<file path="src/rtl/cosim_reset_handshake.sv">
// Reset-handshake sequencer between the cosim driver and the cosim top.
// It holds the design in reset for HOLD_CYCLES cycles, then waits up to ACK_TIMEOUT
// cycles for dut_ready. In RUN it counts cycles and raises a sticky finish at the
// programmed limit. A missing acknowledge raises a sticky fault and re-holds the design
// in reset. Every output comes from a register, so no input reaches an output in the
// same cycle.
module cosim_reset_handshake #(
  parameter int unsigned HOLD_CYCLES = 4,
  parameter int unsigned ACK_TIMEOUT = 1024,
  parameter int unsigned CNT_WIDTH   = 64
) (
  input  logic                 clk,
  input  logic                 rst,
  input  logic                 dut_ready,
  input  logic [31:0]          cycle_limit,
  output logic                 dut_rst,
  output logic                 running,
  output logic                 finish,
  output logic                 fault,
  output logic [CNT_WIDTH-1:0] cycle_count
);

  localparam int unsigned HoldW = $clog2(HOLD_CYCLES + 1);
  localparam int unsigned TmoW  = $clog2(ACK_TIMEOUT + 1);
  localparam logic [HoldW-1:0] HoldLast = HoldW'(HOLD_CYCLES - 1);
  localparam logic [TmoW-1:0]  TmoLast  = TmoW'(ACK_TIMEOUT - 1);

  typedef enum logic [2:0] {
    StHold,
    StWaitAck,
    StRun,
    StDone,
    StFault
  } state_e;

  state_e               state_q;
  logic [HoldW-1:0]     hold_cnt_q;
  logic [TmoW-1:0]      tmo_cnt_q;
  logic [31:0]          limit_q;
  logic [CNT_WIDTH-1:0] cnt_q;
  logic                 dut_rst_q;
  logic                 running_q;
  logic                 finish_q;
  logic                 fault_q;

  logic [CNT_WIDTH-1:0] limit_ext;
  logic [CNT_WIDTH-1:0] cnt_inc;
  logic                 last_run;

  // Run-counter helpers: saturating increment and the "this edge is the last one" test.
  // Comparing against limit-1 (limit nonzero) avoids the wrap of cnt+1 at all-ones.
  always_comb begin
    limit_ext = CNT_WIDTH'(limit_q);
    cnt_inc   = (&cnt_q) ? cnt_q : cnt_q + CNT_WIDTH'(1);
    last_run  = (limit_q != 32'd0) && (cnt_q == limit_ext - CNT_WIDTH'(1));
  end

  // Sequencer FSM; outputs are registered alongside the state they belong to.
  always_ff @(posedge clk) begin
    if (rst) begin
      state_q    <= StHold;
      hold_cnt_q <= '0;
      tmo_cnt_q  <= '0;
      limit_q    <= '0;
      cnt_q      <= '0;
      dut_rst_q  <= 1'b1;
      running_q  <= 1'b0;
      finish_q   <= 1'b0;
      fault_q    <= 1'b0;
    end else begin
      unique case (state_q)
        StHold: begin
          if (hold_cnt_q == HoldLast) begin
            state_q   <= StWaitAck;
            tmo_cnt_q <= '0;
            dut_rst_q <= 1'b0;
          end else begin
            hold_cnt_q <= hold_cnt_q + HoldW'(1);
          end
        end
        StWaitAck: begin
          // An acknowledge on the timeout edge still counts as success.
          if (dut_ready) begin
            state_q   <= StRun;
            limit_q   <= cycle_limit;
            running_q <= 1'b1;
          end else if (tmo_cnt_q == TmoLast) begin
            state_q   <= StFault;
            fault_q   <= 1'b1;
            dut_rst_q <= 1'b1;
            cnt_q     <= '0;
          end else begin
            tmo_cnt_q <= tmo_cnt_q + TmoW'(1);
          end
        end
        StRun: begin
          cnt_q <= cnt_inc;
          if (last_run) begin
            state_q   <= StDone;
            running_q <= 1'b0;
            finish_q  <= 1'b1;
          end
        end
        StDone, StFault: begin
          // Terminal until rst.
        end
        default: begin
          // Unreachable encodings fall back to a fresh hold.
          state_q    <= StHold;
          hold_cnt_q <= '0;
          tmo_cnt_q  <= '0;
          cnt_q      <= '0;
          dut_rst_q  <= 1'b1;
          running_q  <= 1'b0;
          finish_q   <= 1'b0;
          fault_q    <= 1'b0;
        end
      endcase
    end
  end

  assign dut_rst     = dut_rst_q;
  assign running     = running_q;
  assign finish      = finish_q;
  assign fault       = fault_q;
  assign cycle_count = cnt_q;

endmodule
</file>
<file path="config.mk">
export PLATFORM = sky130hd
export DESIGN_NAME = cosim_reset_handshake
export DESIGN_NICKNAME = d
export VERILOG_FILES = /design/src/rtl/cosim_reset_handshake.sv
export SDC_FILE = /design/constraint.sdc
export NUM_CORES = 1
export LEC_CHECK = 0
export ABC_AREA = 1
export CORE_UTILIZATION = 38
export DETAILED_ROUTE_END_ITERATION = 10
export PLACE_DENSITY = 0.63
export REMOVE_ABC_BUFFERS = 1
export SYNTH_ARGS = -nofsm -noshare
export SYNTH_HDL_FRONTEND = slang
export SYNTH_SLANG_ARGS = --single-unit
</file>
<file path="constraint.sdc">
create_clock -name clk -period 2.6 [get_ports clk]
set_input_delay 0.52 -clock clk [delete_from_list [all_inputs] [get_ports clk]]
set_output_delay 0.52 -clock clk [all_outputs]
set_load 0.03 [all_outputs]
</file>
==> results of run 1 <==
kinds of logic (layout without fill, tap and decap cells):
logic type | Yosys count | count (layout) | synth area share [%]
AO/OA/AOI/OAI | 171 | 171 | 11.59
XOR/XNOR | 53 | 53 | 6.021
adder cells (fa/ha/maj) | 5 | 5 | 0.8114
buffers and inverters | 164 | 329 | 8.325
flip-flops | 117 | 117 | 30.38
AND/OR/NAND/NOR | 751 | 752 | 42.88
area by class of cell:
class | count | area (um2) | share of cell area [%]
inverter | 127 | 476.7 | 4.714
tap | 265 | 331.6 | 3.279
multi-input combinational | 981 | 4815 | 47.61
sequential | 117 | 2345 | 23.19
timing repair buffer | 170 | 1551 | 15.34
clock inverter | 15 | 167.7 | 1.658
clock buffer | 17 | 425.4 | 4.207
synth_stat cells:
| master | n | area share, % |
|---|---|---|
| nor3_1 | 34 | 2.2 |
| nor2_1 | 212 | 10 |
| inv_2 | 3 | 0.15 |
| or2_1 | 1 | 0.081 |
| o21ai_2 | 1 | 0.11 |
| a31oi_1 | 1 | 0.081 |
| ha_1 | 5 | 0.81 |
| or2_2 | 6 | 0.49 |
| nand4_4 | 1 | 0.28 |
| o21a_1 | 4 | 0.39 |
| buf_2 | 9 | 0.58 |
| xnor2_1 | 12 | 1.4 |
| a31o_2 | 1 | 0.11 |
| inv_1 | 123 | 6.0 |
| nand3_1 | 65 | 4.2 |
| nor4b_2 | 1 | 0.19 |
| nor4_2 | 1 | 0.16 |
| nor3_2 | 4 | 0.52 |
| xor2_1 | 41 | 4.7 |
| a211oi_1 | 2 | 0.19 |
| a21o_1 | 1 | 0.097 |
| a22oi_1 | 1 | 0.097 |
| clkbuf_1 | 26 | 1.3 |
| dfxtp_1 | 117 | 30 |
| or3_1 | 1 | 0.081 |
| a2bb2oi_1 | 1 | 0.11 |
| o31ai_1 | 1 | 0.097 |
| o211ai_1 | 1 | 0.097 |
| nand4_2 | 1 | 0.16 |
| o21ai_0 | 51 | 3.3 |
| nand4_1 | 41 | 3.3 |
| nor2_2 | 11 | 0.89 |
| o21ai_1 | 6 | 0.39 |
| buf_6 | 2 | 0.29 |
| nor2_4 | 3 | 0.44 |
| clkinv_1 | 1 | 0.049 |
| nor4_1 | 23 | 1.9 |
| nand2_2 | 11 | 0.89 |
| nand3b_1 | 7 | 0.68 |
| nand2_1 | 326 | 16 |
| a21oi_1 | 100 | 6.5 |
| nor3b_1 | 2 | 0.19 |
worst min-delay path by stage:
stage                                    startpoint                         end  slack [ns]  cells after the start
after floorplan           tmo_cnt_q[4]$_SDFFE_PP0P_   tmo_cnt_q[4]$_SDFFE_PP0P_        0.42                      2
after global placement    tmo_cnt_q[4]$_SDFFE_PP0P_   tmo_cnt_q[4]$_SDFFE_PP0P_        0.43                      2
after detailed placement  tmo_cnt_q[4]$_SDFFE_PP0P_   tmo_cnt_q[4]$_SDFFE_PP0P_        0.44                      2
after CTS                                       rst          fault$_SDFFE_PP0P_        0.41                      2
after global routing                            rst  hold_cnt_q[0]$_SDFFE_PP0P_        0.41                      2
final                                           rst  hold_cnt_q[0]$_SDFFE_PP0P_        0.42                      2
critical path, delay by kind of cell (launching register included):
| kind | cells | cell delay, ns |
|---|---|---|
| AO/OA/AOI/OAI | 1 | 0.20 |
| buffers and inverters | 1 | 0.21 |
| flip-flops | 1 | 0.35 |
| adder cells (fa/ha/maj) | 1 | 0.18 |
| AND/OR/NAND/NOR | 9 | 1.39 |
layer usage:
metal,vias to the layer above,track usage [%],wire (um)
li1,4428,-,-
met1,4000,39.60,13230
met2,306,42.56,12110
met3,26,6.192,2340
met4,0,5.817,344
met5,-,0,0
what timing repair did:
| item | CTS | global route |
|---|---|---|
| endpoints found under the setup margin | 9 | 21 |
| pin swaps | 0 | 6 |
| resized for setup | 2 | 19 |
| gates cloned | 0 | 1 |
| buffers inserted | 0 | 8 |
| hold buffers | 0 | 0 |
| hold endpoints to repair | 0 | 0 |
through the flow:
step / std cells / setup slack [ns] / util, % / cell area, um2 / power (mW)
global placement: 1651 / -0.03194 / 47.66 / 9368 / 5.180
finish: 1692 / 0.1495 / 51.45 / 10110 / 7.848
CTS: 1683 / 0.04159 / 50.72 / 9968 / 7.621
floorplan: 1224 / -0.1842 / - / 7545 / 4.231
detailed placement: 1651 / -0.08991 / 47.66 / 9368 / 5.180
global route: 1692 / 0.001631 / 51.45 / 10110 / 8.405
flip-flops by register name, indices dropped and copies added (netlist names):
register and cells:
cycle_count 64, limit_q 32, tmo_cnt_q 11, hold_cnt_q 3, state_q 3, dut_rst 1, fault 1, finish 1
running 1
power by group through the flow:
stage / clock network (mW) / logic, mW / registers [mW]
2_1_floorplan: 0 / 2.11 / 2.12
3_3_place_gp: 0 / 3.08 / 2.10
3_5_place_dp: 0 / 3.08 / 2.10
4_1_cts: 2.44 / 3.12 / 2.06
5_1_grt: 2.53 / 3.79 / 2.09
6_report: 2.42 / 3.37 / 2.07
==> results by group, run 1 <==
Outcome
  • Outcome: complete, no violations

Timing
  • Finish-stage setup viols: 0
  • Final hold slack: 0.4233 ns
  • Slew @ Worst Pin: about 0.64 ns
  • FMAX: 408.1 MHz
  • Final setup TNS: 0 ns
  • Layout Skew: ~0.012 ns
  • Tcrit/Tclk final: 94.25%
  • Final min period: between 2 and 2.5 ns
  • Final max-slew violation count: 0
  • Final Hold Fails: 0
  • RSZ-0062 raised after global routing: yes
  • Slew margin rel.: approximately 57%

Layout
  • P&R area growth vs syn: 31.16%
  • Layout cells sized above 1: a little under an eighth
  • Commonest cells after routing, fill and taps aside: 325 x nand2_1, 209 x nor2_1, 123 x inv_1, 115 x dfxtp_1, 101 x clkdlybuf4s50_1
  • Fillers: about 2100
  • # diodes: 0
  • Nets: around 1500
  • Commonest non-fill, non-tap cell in the layout: nand2_1

Global routing
  • GR Overflow Total: 0
  • Vias in the first global route: between 8000 and 9000
  • Largest net degree at the start of global routing: 54
  • First-pass GRT wire length: roughly 44000 um
  • Initial antenna violation count: 0
  • Total GRT Usage: between 20 and 30%

Place
  • Hpwl dp: 21570 um
  • Port Buf Inserts: around 100
  • GP Congestion: 1.005

Floorplan
  • Row count: 51
  • Core ar.: 0.01965 mm2
  • Die width: about 140 um
  • Die Ht: around 140 um
  • Die ar.: approximately 0.021 mm2
  • IO Pins: between 100 and 150
  • Initial core utilization: around 40%

Route
  • Drc violations: 0
  • Vias: slightly below 9000
  • Total wire length: about 28000 um
  • Drt wl/cell: between 15 and 20 um
  • Post-DRT Antenna Nets: 0
  • DR iter-0 viols: 713
  • Pre-antenna DRT Iters: 6
  • Vias per Instance: between 5 and 6

Logic synthesis
  • Syn Area/Cell: roughly 6.1 um2
  • Sequential fraction of the synthesis area: between 30% and 40%
  • Post-Syn Area: roughly 0.0077 mm2
  • Yosys cell types: 42
  • Yosys warns: 0
  • Mapped Cells: 1261
  • FF+latch count, synth: 117

Worst setup path
  • Crit Path Class: register to register
  • CP Launch Type: register
  • Critical Path RT: 2.92 ns
  • Worst Setup SP: tmo_cnt_q[0]$_SDFFE_PP0P_
  • R2R setup slack: around 0.15 ns
  • Crit path max fanout: 8
  • Worst-path cell chain: ha_2, nand2_1, nor3_2, nand2_1, or2_1, o21ai_2, nand2_1, nor2_4, nand3b_1, buf_4, nor3_1, nor2_1
  • CP arrival: 2.77 ns
  • Worst r2r src: tmo_cnt_q[0]$_SDFFE_PP0P_
  • Worst path most repeated cell: nand2_1
  • R2r endpoint: cycle_count[29]$_SDFFE_PP0P_
  • R2r worst-path depth: 12
  • Crit-path slowest cell: dfxtp_2
  • Critical Path End Type: register
  • Worst Setup EP: cycle_count[29]$_SDFFE_PP0P_
  • Slowest stage delay, CP: between 0.3 and 0.4 ns

Power and ir drop
  • Worst vdd ir: 426.9 uV
  • Reg power frac: 26.3%
  • Internal Power: ~4.5 mW
  • Sw Ratio: 42.41%
  • Sw Pwr: about 3.3 mW
  • Clk pwr share: between 30% and 40%
  • Combinational share of power: roughly 43%
  • Leakage: between 4 and 5 nW
  • Pwr dens: 776.1 mW/mm2

CTS
  • Skew-Pair Late Insertion Delay: between 0.4 and 0.5 ns
  • Buffer depth of the longest clock path: 2
  • Htree depth: 4
  • Clk root buf: clkbuf_16
  • Clock slew at reported path FFs: roughly 0.060 ns
  • CTS tree: built
  • CTS sink count: 117
  • Cts bufs inserted: 17

Flow run
  • Max-cap violation count: 0

Hold path
  • Worst hold path class: input pin to register
Note: power is estimated with default switching activity, not from simulation.
==> run 2, diff against run 1 <==
==> constraint.sdc (replaced) <==
create_clock -name clk -period 2.6 [get_ports clk]
set_input_delay 0.39 -clock clk [delete_from_list [all_inputs] [get_ports clk]]
set_output_delay 0.39 -clock clk [all_outputs]
set_load 0.03 [all_outputs]
==> results by group, run 2 (same netlist as run 1, synthesis figures left out) <==
Layout
  • Layout cells sized above 1: a little over a tenth
  • Max FFs per register: 64
  • Commonest cells after routing, fill and taps aside: 323 x nand2_1, 207 x nor2_1, 123 x inv_1, 114 x dfxtp_1, 101 x clkdlybuf4s50_1
  • Commonest non-fill, non-tap cell in the layout: nand2_1
  • P&R area growth vs syn: 29.96%
  • Nets: approximately 1400
  • Final Util: 50.98%
  • Fillers: about 2100
  • # diodes: 0

Route
  • Metal-1 WL: around 13000 um
  • WL met2: between 10000 and 15000 um
  • Post-DRT Antenna Nets: 0
  • Pre-antenna DRT Iters: 5
  • Vias per Instance: 5.200
  • Metal3 WL: 2260 um
  • Vias: 8715
  • Max layer used: met4
  • Drt wl/cell: 16.58 um
  • DR iter-0 viols: 747
  • Total wire length: ~28000 um
  • Drc violations: 0

Flow run
  • Max-cap violation count: 0

Worst setup path
  • Critical Path End Type: register
  • Buf+Inv Stages, Crit Path: 1
  • Worst r2r src: tmo_cnt_q[0]$_SDFFE_PP0P_
  • R2r endpoint: cycle_count[21]$_SDFFE_PP0P_
  • R2R setup slack: between 0.09 and 0.1 ns
  • Crit path max fanout: 7
  • Critical Path RT: approximately 3.0 ns
  • R2r worst-path depth: 12
  • CP top delay family: simple AND/OR/NAND/NOR gates
  • Stages on worst setup path: 12
  • Worst path most repeated cell: nand2_2
  • Crit-path slowest cell: dfxtp_2
  • Slowest stage delay, CP: about 0.36 ns
  • CP arrival: approximately 2.9 ns
  • Crit Path Class: register to register
  • Worst-path cell chain: ha_2, nand2_1, nor3_4, nand2_2, or2_4, o21ai_4, nand2_2, nor2_4, nand3b_1, buf_4, a21oi_1, o21a_1
  • CP Launch Type: register

Place
  • Port Buf Inserts: between 100 and 150
  • Hpwl dp: around 22000 um
  • GP Congestion: ~0.94

Timing
  • Final Hold Fails: 0
  • RSZ-0062 raised after global routing: yes
  • FMAX: roughly 400 MHz
  • Slew margin rel.: 55.26%
  • Layout Skew: ~0.011 ns
  • Final setup TNS: 0 ns
  • Final min period: ~2.5 ns
  • Slew @ Worst Pin: about 0.67 ns
  • Finish-stage setup viols: 0
  • Final max-slew violation count: 0
  • Tcrit/Tclk final: ~96%

CTS
  • Clk root buf: clkbuf_16
  • Cts bufs inserted: 17
  • Hold Buf Count CTS: 0
  • CTS sink count: around 120
  • Buffer depth of the longest clock path: 2
  • CTS tree: built
  • Skew-Pair Late Insertion Delay: 0.44 ns
  • Htree depth: 4
  • Clock slew at reported path FFs: roughly 0.070 ns

Global routing
  • GR Overflow Total: 0
  • Largest net degree at the start of global routing: 54
  • First-pass GRT wire length: between 40000 and 50000 um
  • Total GRT Usage: 27.50%
  • Initial antenna violation count: 0
  • Vias in the first global route: 8036

Floorplan
  • Die Ht: between 100 and 150 um
  • Initial core utilization: between 30% and 40%
  • Core ar.: a little under 0.02 mm2
  • IO Pins: approximately 100
  • Die ar.: 0.02086 mm2
  • Die width: about 140 um
  • Row count: between 50 and 60

Hold path
  • Hold EP: hold_cnt_q[0]$_SDFFE_PP0P_
  • Worst hold start: rst
  • Hold depth: 2
  • Worst hold path class: input pin to register

Power and ir drop
  • Reg power frac: approximately a quarter
  • Clk pwr share: a little under a third
  • Sw Pwr: roughly 3.4 mW
  • Leakage: 3.941 nW
  • Pwr dens: ~800 mW/mm2
  • Internal Power: about 4.5 mW
  • Combinational share of power: 43.1%
  • Worst vdd ir: around 450 uV
  • Sw Ratio: between 40% and 50%

Outcome
  • Outcome: complete, no violations
## run 2: cell count changes in the layout (fill, tap and decap cells not counted), sizes merged
| cell | previous run | this run |
|---|---|---|
| clkinv | 5 | 3 |
| inv | 133 | 132 |
| buf | 69 | 53 |
| clkinvlp | 2 | 5 |
## run 2: what timing repair did
item / CTS / global route
pin swaps: 0 / 6
buffers inserted: 0 / 5
gates resized for setup: 2 / 27
cloned: 0 / 1
setup endpoints to repair: 13 / 36
## run 2: metrics by stage
stage	hold slack (ns)	instance area, um2	setup slack, ns	instances	total power, mW
detailed placement	0.4434	9270	-0.03890	1638	5.216
finish	0.3258	10020	0.09596	1676	7.894
floorplan	0.4207	7545	-0.1842	1224	4.231
global placement	0.4318	9270	0.004986	1638	5.202
global route	0.3347	10020	-0.05215	1676	8.454
CTS	0.3194	9873	0.03255	1670	7.671
## run 2: cell type report
class | count | area, um2 | share of cell area [%]
repair buffers | 154 | 1444 | 14.41
flip-flops and latches | 117 | 2346 | 23.41
well taps | 265 | 331.6 | 3.309
clock buffers | 17 | 425.4 | 4.246
clock inverters | 15 | 170.2 | 1.698
multi-input cells | 981 | 4826 | 48.16
inverters | 127 | 476.7 | 4.758
## run 2: worst register-to-register path: stages, from the launching register on
cell and delay (ns):
dfxtp_2 0.36, ha_2 0.18, nand2_1 0.10, nor3_4 0.18, nand2_2 0.09, or2_4 0.26, o21ai_4 0.21, nand2_2 0.09
nor2_4 0.25, nand3b_1 0.26, buf_4 0.22, a21oi_1 0.11, o21a_1 0.13
## run 2: power groups by stage
stage	sequential, mW	clock [mW]	combinational, mW
final	2.07	2.42	3.41
after floorplan	2.12	0	2.11
after detailed placement	2.10	0	3.12
after global routing	2.08	2.51	3.86
after global placement	2.10	0	3.10
after CTS	2.06	2.45	3.16
## run 2: how the worst max path moves through the flow
stage | start | slack (ns) | to
CTS | limit_q[0]$_SDFFE_PP0P_ | 0.03 | state_q[1]$_SDFFE_PP0P_
global placement | limit_q[0]$_SDFFE_PP0P_ | 0.005 | state_q[1]$_SDFFE_PP0P_
finish | tmo_cnt_q[0]$_SDFFE_PP0P_ | 0.1 | cycle_count[21]$_SDFFE_PP0P_
floorplan | tmo_cnt_q[0]$_SDFFE_PP0P_ | -0.18 | cycle_count[4]$_SDFFE_PP0P_
global route | limit_q[0]$_SDFFE_PP0P_ | -0.05 | state_q[1]$_SDFFE_PP0P_
detailed placement | tmo_cnt_q[0]$_SDFFE_PP0P_ | -0.04 | cycle_count[25]$_SDFFE_PP0P_
## run 2: layer usage
metal  track usage, %  vias to the layer above
met2            41.83                      310
li1                 -                     4393
met4            7.701                        0
met1            38.35                     3976
met5                0                        -
met3            6.490                       36
